File: config.mk
export PLATFORM = sky130hd
export DESIGN_NAME = core_idecode_stage_flat
export DESIGN_NICKNAME = d
export VERILOG_FILES = /design/src/rtl/core_idecode_stage_if.sv /design/src/rtl/core_idecode_stage.sv /design/src/flat_wrapper.sv
export SDC_FILE = /design/constraint.sdc
export NUM_CORES = 1
export LEC_CHECK = 0
export ABC_AREA = 1
export BUFFER_PORTS_ARGS = -buffer_cell sky130_fd_sc_hd__clkbuf_2
export CELL_PAD_IN_SITES_DETAIL_PLACEMENT = 1
export CELL_PAD_IN_SITES_GLOBAL_PLACEMENT = 1
export CORE_ASPECT_RATIO = 0.8
export CORE_MARGIN = 2
export CORE_UTILIZATION = 46
export DETAILED_ROUTE_END_ITERATION = 16
export PLACE_DENSITY_LB_ADDON = 0.1
export SLEW_MARGIN = 15
export SYNTH_ARGS = -nofsm -noshare
export SYNTH_HDL_FRONTEND = slang
export SYNTH_SLANG_ARGS = --single-unit
File: constraint.sdc
create_clock -name CLK -period 8.2 [get_ports CLK]
set_input_delay 0.82 -clock CLK [delete_from_list [all_inputs] [get_ports CLK]]
set_output_delay 0.82 -clock CLK [all_outputs]
set_load 0.03 [all_outputs]
File: src/rtl/core_idecode_stage_if.sv
// Fetch-to-decode and decode-to-execute handshake bundle for core_idecode_stage.
// The stage uses the slave view; the fetch/execute environment uses the master view.
interface core_idecode_stage_if #(
    parameter int XLEN   = 32,
    parameter int REG_AW = 5
);
    logic              IN_VALID;
    logic              IN_READY;
    logic [31:0]       IN_INSTR;
    logic [XLEN-1:0]   IN_PC;
    logic              OUT_VALID;
    logic              OUT_READY;
    logic [XLEN-1:0]   OUT_PC;
    logic [6:0]        OUT_OPCODE;
    logic [2:0]        OUT_FUNCT3;
    logic [6:0]        OUT_FUNCT7;
    logic [REG_AW-1:0] OUT_RS1;
    logic [REG_AW-1:0] OUT_RS2;
    logic [REG_AW-1:0] OUT_RD;
    logic              OUT_ISIMM;
    logic [XLEN-1:0]   OUT_IMM;
    logic              OUT_ILLEGAL;

    modport slave (
        input  IN_VALID, IN_INSTR, IN_PC, OUT_READY,
        output IN_READY, OUT_VALID, OUT_PC, OUT_OPCODE, OUT_FUNCT3, OUT_FUNCT7,
               OUT_RS1, OUT_RS2, OUT_RD, OUT_ISIMM, OUT_IMM, OUT_ILLEGAL
    );

    modport master (
        output IN_VALID, IN_INSTR, IN_PC, OUT_READY,
        input  IN_READY, OUT_VALID, OUT_PC, OUT_OPCODE, OUT_FUNCT3, OUT_FUNCT7,
               OUT_RS1, OUT_RS2, OUT_RD, OUT_ISIMM, OUT_IMM, OUT_ILLEGAL
    );
endinterface

File: src/rtl/core_idecode_stage.sv
// RV32I/RV32E decode stage: decodes on entry, buffers decoded entries in a DEPTH-deep FIFO.
// Optional illegal-instruction detection enabled by defining CORE_DECODE_ILLEGAL_EN.
module core_idecode_stage #(
    parameter int XLEN   = 32,
    parameter int REG_AW = 5,
    parameter int DEPTH  = 2
) (
    input  logic CLK,
    input  logic NRST,
    input  logic FLUSH,
    core_idecode_stage_if.slave bus
);
    localparam int PW = $clog2(DEPTH);
    localparam int CW = PW + 1;

    typedef struct packed {
        logic [XLEN-1:0]   pc;
        logic [6:0]        opcode;
        logic [2:0]        funct3;
        logic [6:0]        funct7;
        logic [REG_AW-1:0] rs1;
        logic [REG_AW-1:0] rs2;
        logic [REG_AW-1:0] rd;
        logic              isimm;
        logic [XLEN-1:0]   imm;
        logic              illegal;
    } entry_t;

    logic [PW-1:0]      r_wr_ptr;
    logic [PW-1:0]      r_rd_ptr;
    logic [CW-1:0]      r_count;
    entry_t             r_mem [DEPTH];

    logic [31:0]        w_instr;
    logic [6:0]         w_opcode;
    logic signed [31:0] w_imm32;
    logic               w_isimm;
    logic               w_illegal;
    entry_t             w_dec;
    entry_t             w_head;
    logic               w_valid;
    logic               w_ready;
    logic               w_push;
    logic               w_pop;

    assign w_instr  = bus.IN_INSTR;
    assign w_opcode = w_instr[6:0];

    always_comb begin
        w_imm32 = '0;
        w_isimm = 1'b0;
        case (w_opcode)
            7'b0010011, 7'b0000011, 7'b1100111: begin
                w_imm32 = {{20{w_instr[31]}}, w_instr[31:20]};
                w_isimm = 1'b1;
            end
            7'b0100011: begin
                w_imm32 = {{20{w_instr[31]}}, w_instr[31:25], w_instr[11:7]};
                w_isimm = 1'b1;
            end
            7'b1100011: begin
                w_imm32 = {{19{w_instr[31]}}, w_instr[31], w_instr[7],
                           w_instr[30:25], w_instr[11:8], 1'b0};
                w_isimm = 1'b1;
            end
            7'b0110111, 7'b0010111: begin
                w_imm32 = {w_instr[31:12], 12'b0};
                w_isimm = 1'b1;
            end
            7'b1101111: begin
                w_imm32 = {{11{w_instr[31]}}, w_instr[31], w_instr[19:12],
                           w_instr[20], w_instr[30:21], 1'b0};
                w_isimm = 1'b1;
            end
            default: begin
                w_imm32 = '0;
                w_isimm = 1'b0;
            end
        endcase
    end

`ifdef CORE_DECODE_ILLEGAL_EN
    logic w_known;
    logic w_op_bad;
    logic w_use_rs1;
    logic w_use_rs2;
    logic w_use_rd;

    // RV32E only has x0..x15, so bit 4 of any register field actually read/written is illegal.
    always_comb begin
        w_known   = 1'b1;
        w_op_bad  = 1'b0;
        w_use_rs1 = 1'b0;
        w_use_rs2 = 1'b0;
        w_use_rd  = 1'b0;
        case (w_opcode)
            7'b0010011, 7'b0000011, 7'b1100111: begin
                w_use_rd  = 1'b1;
                w_use_rs1 = 1'b1;
            end
            7'b0100011, 7'b1100011: begin
                w_use_rs1 = 1'b1;
                w_use_rs2 = 1'b1;
            end
            7'b0110111, 7'b0010111, 7'b1101111: begin
                w_use_rd = 1'b1;
            end
            7'b0110011: begin
                w_use_rd  = 1'b1;
                w_use_rs1 = 1'b1;
                w_use_rs2 = 1'b1;
                w_op_bad  = (w_instr[31:25] != 7'h00) && (w_instr[31:25] != 7'h20);
            end
            7'b0001111, 7'b1110011: w_known = 1'b1;
            default:                w_known = 1'b0;
        endcase
        w_illegal = (w_instr[1:0] != 2'b11) || !w_known || w_op_bad ||
                    ((REG_AW < 5) && ((w_use_rs1 && w_instr[19]) ||
                                      (w_use_rs2 && w_instr[24]) ||
                                      (w_use_rd  && w_instr[11])));
    end
`else
    assign w_illegal = 1'b0;
`endif

    always_comb begin
        w_dec         = '0;
        w_dec.pc      = bus.IN_PC;
        w_dec.opcode  = w_opcode;
        w_dec.funct3  = w_instr[14:12];
        w_dec.funct7  = w_instr[31:25];
        w_dec.rs1     = w_instr[15 +: REG_AW];
        w_dec.rs2     = w_instr[20 +: REG_AW];
        w_dec.rd      = w_instr[7 +: REG_AW];
        w_dec.isimm   = w_isimm;
        w_dec.imm     = XLEN'(w_imm32);
        w_dec.illegal = w_illegal;
    end

    assign w_valid = (r_count != '0);
    assign w_ready = NRST && (r_count < CW'(DEPTH));
    assign w_push  = bus.IN_VALID && w_ready && !FLUSH;
    assign w_pop   = w_valid && bus.OUT_READY;

    always_ff @(posedge CLK) begin
        if (!NRST || FLUSH) begin
            r_wr_ptr <= '0;
            r_rd_ptr <= '0;
            r_count  <= '0;
        end else begin
            if (w_push) r_wr_ptr <= r_wr_ptr + 1'b1;
            if (w_pop)  r_rd_ptr <= r_rd_ptr + 1'b1;
            r_count <= r_count + CW'(w_push) - CW'(w_pop);
        end
    end

    // Payload storage needs no reset: it is only observed through the valid-gated head.
    always_ff @(posedge CLK) begin
        if (w_push) r_mem[r_wr_ptr] <= w_dec;
    end

    assign w_head = w_valid ? r_mem[r_rd_ptr] : '0;

    assign bus.IN_READY    = w_ready;
    assign bus.OUT_VALID   = w_valid;
    assign bus.OUT_PC      = w_head.pc;
    assign bus.OUT_OPCODE  = w_head.opcode;
    assign bus.OUT_FUNCT3  = w_head.funct3;
    assign bus.OUT_FUNCT7  = w_head.funct7;
    assign bus.OUT_RS1     = w_head.rs1;
    assign bus.OUT_RS2     = w_head.rs2;
    assign bus.OUT_RD      = w_head.rd;
    assign bus.OUT_ISIMM   = w_head.isimm;
    assign bus.OUT_IMM     = w_head.imm;
    assign bus.OUT_ILLEGAL = w_head.illegal;
endmodule
File: src/flat_wrapper.sv
// flat-port wrapper written by rule: the top's interface ports become plain ports
module core_idecode_stage_flat 
#(
    parameter int XLEN   = 32,
    parameter int REG_AW = 5,
    parameter int DEPTH  = 2
)
  (CLK, NRST, FLUSH, bus_IN_VALID, bus_IN_INSTR, bus_IN_PC, bus_OUT_READY, bus_IN_READY, bus_OUT_VALID, bus_OUT_PC, bus_OUT_OPCODE, bus_OUT_FUNCT3, bus_OUT_FUNCT7, bus_OUT_RS1, bus_OUT_RS2, bus_OUT_RD, bus_OUT_ISIMM, bus_OUT_IMM, bus_OUT_ILLEGAL);
  core_idecode_stage_if #(.XLEN(XLEN), .REG_AW(REG_AW)) bus_i ();
  input  logic CLK;
  input  logic NRST;
  input  logic FLUSH;
  input wire logic [$bits(bus_i.IN_VALID)-1:0] bus_IN_VALID;
  input wire logic [$bits(bus_i.IN_INSTR)-1:0] bus_IN_INSTR;
  input wire logic [$bits(bus_i.IN_PC)-1:0] bus_IN_PC;
  input wire logic [$bits(bus_i.OUT_READY)-1:0] bus_OUT_READY;
  output wire logic [$bits(bus_i.IN_READY)-1:0] bus_IN_READY;
  output wire logic [$bits(bus_i.OUT_VALID)-1:0] bus_OUT_VALID;
  output wire logic [$bits(bus_i.OUT_PC)-1:0] bus_OUT_PC;
  output wire logic [$bits(bus_i.OUT_OPCODE)-1:0] bus_OUT_OPCODE;
  output wire logic [$bits(bus_i.OUT_FUNCT3)-1:0] bus_OUT_FUNCT3;
  output wire logic [$bits(bus_i.OUT_FUNCT7)-1:0] bus_OUT_FUNCT7;
  output wire logic [$bits(bus_i.OUT_RS1)-1:0] bus_OUT_RS1;
  output wire logic [$bits(bus_i.OUT_RS2)-1:0] bus_OUT_RS2;
  output wire logic [$bits(bus_i.OUT_RD)-1:0] bus_OUT_RD;
  output wire logic [$bits(bus_i.OUT_ISIMM)-1:0] bus_OUT_ISIMM;
  output wire logic [$bits(bus_i.OUT_IMM)-1:0] bus_OUT_IMM;
  output wire logic [$bits(bus_i.OUT_ILLEGAL)-1:0] bus_OUT_ILLEGAL;
  assign bus_i.IN_VALID = bus_IN_VALID;
  assign bus_i.IN_INSTR = bus_IN_INSTR;
  assign bus_i.IN_PC = bus_IN_PC;
  assign bus_i.OUT_READY = bus_OUT_READY;
  assign bus_IN_READY = bus_i.IN_READY;
  assign bus_OUT_VALID = bus_i.OUT_VALID;
  assign bus_OUT_PC = bus_i.OUT_PC;
  assign bus_OUT_OPCODE = bus_i.OUT_OPCODE;
  assign bus_OUT_FUNCT3 = bus_i.OUT_FUNCT3;
  assign bus_OUT_FUNCT7 = bus_i.OUT_FUNCT7;
  assign bus_OUT_RS1 = bus_i.OUT_RS1;
  assign bus_OUT_RS2 = bus_i.OUT_RS2;
  assign bus_OUT_RD = bus_i.OUT_RD;
  assign bus_OUT_ISIMM = bus_i.OUT_ISIMM;
  assign bus_OUT_IMM = bus_i.OUT_IMM;
  assign bus_OUT_ILLEGAL = bus_i.OUT_ILLEGAL;
  core_idecode_stage #(.XLEN(XLEN), .REG_AW(REG_AW), .DEPTH(DEPTH)) u_core (.CLK(CLK), .NRST(NRST), .FLUSH(FLUSH), .bus(bus_i));
endmodule
==> results of run 1 <==
## state kept, by name, indices dropped and copies added (netlist names), named ones only
signal / cells
u_core.r_rd_ptr: 1
u_core.r_mem: 194
u_core.r_count: 2
u_core.r_wr_ptr: 1
## kinds of logic (layout without fill, tap and decap cells)
kind of cell	Yosys count	in the layout	synth area share, %
simple gates	312	312	16.5
flops	199	199	73.6
compound gates	97	97	6.03
buf+inv	59	228	3.42
fa+ha+maj	2	2	0.311
other cells	1	2	0.0466
xor+xnor	1	1	0.109
## area by class of cell
cell class	instances	area, um^2	share of cell area (%)
Clock buffer	17	425	4.41
Timing Repair Buffer	174	888	9.21
Inverter	22	83.8	0.869
Multi-Input combinational cell	413	1870	19.4
Antenna cell	1	2.50	0.0259
Sequential cell	199	5930	61.5
Tap cell	225	282	2.92
Clock inverter	15	168	1.74
## worst max path at each step
stage                                endpoint  startpoint  depth (start not counted)  slack (ns)
after detailed placement  u_core.r_mem[1][33]       FLUSH                          8        4.85
after floorplan            u_core.r_mem[1][0]       FLUSH                          5        2.36
after global routing          bus_OUT_IMM[24]    register                          5        4.42
final                         bus_OUT_IMM[24]    register                          5        4.65
after CTS                     bus_OUT_IMM[24]    register                          5        4.60
after global placement    u_core.r_mem[1][31]       FLUSH                          8        4.97
## placed cells by master, fill, tap and decap left out, drive strengths merged
master and instances:
dfxtp 5, edfxtp 194, a21oi 97, nor3b 3, nand3 35, clkbuf 184, clkinvlp 1, ha 2
buf 7, nor3 1, conb 1, xnor2 1, bufinv 2, inv 27, nand2 248, diode 1
clkinv 7, nor2 25
## where the power goes
group          total [mW]  internal, mW  leakage (nW)  switching [mW]
Combinational       0.114        0.0301          1.77          0.0842
Sequential           1.13          1.13          1.81         0.00442
Clock               0.839         0.457         0.291           0.382
## metrics by stage
stage	total power [mW]	hold slack [ns]	worst slack (ns)	cell area (um^2)	utilization, %
4_1_cts	2.10	0.554	4.60	9650	56.0
3_5_place_dp	1.27	0.560	4.85	9050	52.6
5_1_grt	2.15	0.558	4.42	9650	56.0
2_1_floorplan	1.22	0.488	2.36	8050	-
3_3_place_gp	1.27	0.529	4.97	9050	52.6
6_report	2.09	0.565	4.65	9650	56.0
## per-layer routing
layer	up-vias	wire, um
met5	-	0
met4	0	275
met3	21	821
met2	119	9820
met1	2760	8970
li1	2628	-
## critical path, cell delays in order (launching register included)
cell and delay (ns):
dfxtp_4 0.57, clkinv_2 0.64, buf_4 0.56, nand2_1 0.15, a21oi_1 0.11, clkbuf_2 0.24
==> results.cfg, run 1 <==
[power]
irDropWorstVdd_uv = 146
powerDensity_nw_per_um2 = 216
leakage_nw = 3.87

[critical_path]
start_kind = register
r2r_end = u_core.r_count[1]
rr_worst_depth = 9
worstSetupEndpointType = output port
rrSetupSlack_ns = 5.29
r2r_start = u_core.r_count[0]
crit_fanout = 52
crit_required_ns = 7.38
arrival_ns = 2.73
critPathKind = register to output port

[global_route]
busiest_layer = met2
use_met3_pct = 5.23
grtUsageTotal_pct = 21.7
grt.met2_usage_pct = 36.8
grt_first_pass_wirelength_um = 30900
met1_usage_pct = 28.1
grt_max_degree = 77
grt_antenna_before_repair = 1
grt_pass1_vias = 5759
overflow = 0

[floorplan]
core_um2 = 17200
num_rows = 43
io_pins = 169
die_h_um = 122
initial_utilization_pct = 46.8
die_w_um = 152
dieArea_um2 = 18600

[outcome]
outcome = finished, final reports clean

[routing]
drt-pass1-iter-count = 6
route.detailed.drc = 0
drt_iter0_drc = 328
routed_wl_um = 19900
drtAntennaViolNets = 0
num_vias = 5528
wl_per_cell_um = 18.6
avgViaCountPerCell = 5.19

[synth]
netlist-cell-type-count = 23
yosysWarnings = 0
syn-num-nets = 742
ys_seq_area_share_pct = 73.6
syn-cell-area_um2 = 8050
syn_area_per_cell_um2 = 12.0
yosysMostFrequentCell = nand2_1
ys_async_sr_fraction_pct = 0
synth_commonest_cells = nand2_1, edfxtp_1, a21oi_1
yosys.area.top_type = edfxtp_1
synth_edf_count = 194
synth-main-ff-cell = edfxtp_1
ys_ff_latch = 199
synth.area.top_cells = edfxtp_1, nand2_1, a21oi_1, nand3_1, dfxtp_1
synthDominantCellAreaShare_pct = 72.4
synth_cells = 671

[placement]
place_hpwl_um = 12900
io_buffers = 167
place_inst = 1033
globalplace.congestion = 0.767

[worst_hold_path]
min_path_type = register to register
min_path_cells = 2
hp-start = u_core.r_rd_ptr

[clocking]
clock_path_buffers = 2
cts_buffers = 17
cts.clk_slew.worst_paths_ns = 0.07
clock_latency_ns = 0.44
h-tree-depth = 4
clockRootBuffer = clkbuf_16
cts_tree = yes
cts_resized = 0
ctsHoldBuffers = 0
postCtsSetupBuffers = 0
cts_sinks = 199

[timing]
fin_tns_setup_ns = 0
report.final.slew_viol_count = 0
timing.fmax_ghz = 0.281
fin_crit_ns = 3.55
skew_ns = 0.00855
finalSetupViolations = 0
fin_crit_sh_pct = 43.3
slew_headroom_pct = 30.6
rsz0062_at_grt = no
finalHoldViolations = 0
tightest_slew_ns = 1.04

[finish]
fin_nets = 898
area_growth_syn_to_layout_pct = 19.8
drive_gt1_share_pct = 27.6
fillerInstances = 1829
final_cell_count_no_fill = 1066

[run]
cap_violations = 0
No activity file was read; power rests on OpenSTA's default activity.
==> run 2: changes to the inputs <==
Settings changed: ABC_AREA 1 to 0, CORE_UTILIZATION 46 to 45.
Clock period 8.2 ns to 3.71 ns, I/O delays scaled along.
==> run 2 against run 1 <==
Effect of this change:
- count of clock-buffer cells in the layout unchanged
- setup slack worse by 3.3 ns
- sequential share of layout area decreased by 0.87 points
- first-iteration DRC count decreased by 4.6%
- die area is 3.2% higher
- final cell count down 13%
- largest power group unchanged
- highest routed layer unchanged
==> results.cfg, run 2 <==
[routing]
num_vias = 4786
drtAntennaViolNets = 0
route.detailed.drc = 0
routed_wl_um = 17000
avgViaCountPerCell = 5.17
wl_per_cell_um = 18.4
drt-pass1-iter-count = 4
drt_iter0_drc = 313

[timing]
report.final.slew_viol_count = 0
finalSetupViolations = 0
slew_headroom_pct = 43.4
skew_ns = 0.00623
rsz0062_at_grt = no
tightest_slew_ns = 0.849
fin_crit_sh_pct = 63.4
timing.fmax_ghz = 0.425
finalHoldViolations = 0
fin_crit_ns = 2.35
fin_tns_setup_ns = 0

[critical_path]
critPathSlowestCell = dfxtp_4
rrSetupSlack_ns = 1.50
path_buf_inv = 2
cpLargestDelayFamily = buffers and inverters
crit_path_max_incr_delay_ns = 0.50
crit_required_ns = 3.34
arrival_ns = 1.98
start_kind = register
worstPathCellList = buf_12 -> mux2i_1 -> nor2_1 -> clkbuf_2
worstSetupEndpointType = output port
crit_fanout = 60
critPathKind = register to output port

[power]
leakage_nw = 3.52
seqPwrFrac_pct = 54.8
irDropWorstVdd_uv = 318
pwr-share-clk_pct = 39.3
p_sw_share_pct = 21.9
power_frac_comb_pct = 5.9
total_power_mw = 4.57
p_switching_mw = 1.00
powerDensity_nw_per_um2 = 467
p_int_mw = 3.57

[floorplan]
die_h_um = 124
core_um2 = 17500
io_pins = 169
die_w_um = 154
initial_utilization_pct = 46.4
num_rows = 43
dieArea_um2 = 19200

[clocking]
clock_latency_ns = 0.43
cts_resized = 0
cts_buffers = 17
cts_sinks = 199
cts.clk_slew.worst_paths_ns = 0.07
postCtsSetupBuffers = 0
cts_tree = yes
clockRootBuffer = clkbuf_16
clock_path_buffers = 2
ctsHoldBuffers = 0
h-tree-depth = 4

[synth]
ys_async_sr_fraction_pct = 0
syn_area_per_cell_um2 = 15.5
syn-cell-area_um2 = 8130
synthDominantCellAreaShare_pct = 71.6
synth_cells = 524
yosysMostFrequentCell = edfxtp_1
yosys.area.top_type = edfxtp_1
ys_seq_area_share_pct = 72.9
syn-num-nets = 595
ys_ff_latch = 199
synth-main-ff-cell = edfxtp_1
synth.area.top_cells = edfxtp_1, mux2i_1, nor2_1, dfxtp_1, o21ai_2
synth_edf_count = 194
yosysWarnings = 0
synth_commonest_cells = edfxtp_1, nor2_1, mux2i_1
netlist-cell-type-count = 45

[finish]
final_cell_count_no_fill = 925
diodes = 0
largest_register_ffs = 194
layout_common_cells = edfxtp_1, clkbuf_2, nor2_1
fillerInstances = 1749
design_area_um2 = 9790
max_flop_register = u_core.r_mem
fin_nets = 758
drive_gt1_share_pct = 32.4
area_growth_syn_to_layout_pct = 20.4
top_regs = u_core.r_mem x194, u_core.r_count x2
layout_commonest_cell = edfxtp_1
post-route-util_pct = 55.8

[global_route]
grt_max_degree = 98
grtUsageTotal_pct = 18.6
grt_pass1_vias = 5117
overflow = 0
grt_antenna_before_repair = 0
grt_first_pass_wirelength_um = 27400

[placement]
placed_area_um2 = 9210
place_hpwl_um = 10800
globalplace.congestion = 0.755
place_inst = 893
io_buffers = 167

[worst_hold_path]
min_path_type = primary input to register

[run]
cap_violations = 0

[outcome]
outcome = finished, final reports clean
[run 2: cell types whose count changed in the layout (fill, tap and decap cells not counted), moves of 12 or more]
cell	previous run	this run
nand2_1	238	2
mux2i_1	0	97
a21oi_1	97	1
nor2_1	17	105
nand3_1	30	12
inv_1	20	8
[run 2: metrics by stage]
step | hold slack [ns] | setup WS, ns
floorplan | 0.470 | 0.0128
global placement | 0.490 | 1.44
detailed placement | 0.501 | 1.41
CTS | 0.0991 | 1.33
global route | 0.0984 | 1.25
finish | 0.124 | 1.36
[run 2: worst register-to-register path, delay by kind of cell (launching register included)]
kind	cells	cell delay (ns)
and+or+nand+nor	2	1.11
DFF	1	0.37
buffers and inverters	1	0.40
[run 2: cell type report]
type                       instances  area, um^2  share of cell area, %
tap                              225         282                   2.88
clock buffer                      17         425                   4.35
inverter                           8        30.0                  0.307
clock inverter                    15         151                   1.55
timing repair buffer             173         918                   9.38
sequential                       199        5930                   60.6
multi-input combinational        288        2050                   21.0
[run 2: logic make-up (layout without fill, tap and decap cells)]
kind of cell | after synthesis | count (layout) | share of synthesized area, %
buffers and inverters | 37 | 213 | 2.12
xor gates and xnor gates | 3 | 3 | 0.323
adders and majority gates | 2 | 2 | 0.308
other | 1 | 1 | 0.0461
muxes | 97 | 97 | 11.9
DFF | 199 | 199 | 72.9
and+or+nand+nor | 148 | 148 | 8.52
AOI/OAI and AO/OA | 37 | 37 | 3.86
[run 2: per-layer routing]
metal | track usage, % | share of wire (%) | vias up
met4 | 6.37 | 1.2 | 0
met3 | 4.36 | 4.9 | 14
met1 | 24.3 | 44 | 2371
li1 | - | - | 2282
met2 | 30.7 | 50 | 119
met5 | 0 | 0 | -
[run 2: path summary, 6_finish.rpt]
check | start | to | depth (start not counted)
max | register | bus_OUT_IMM[27] | 4
min | bus_IN_PC[23] | u_core.r_mem[0][88] | 1
max reg2reg | u_core.r_count[1] | u_core.r_mem[1][63] | 3
min reg2reg | u_core.r_rd_ptr | register | 2
[run 2: power groups by stage]
stage,clock network (mW),registers (mW),logic [mW]
finish,1.80,2.50,0.270
global route,1.92,2.51,0.295
CTS,1.85,2.50,0.275
detailed placement,0,2.55,0.274
global placement,0,2.55,0.265
floorplan,0,2.55,0.158
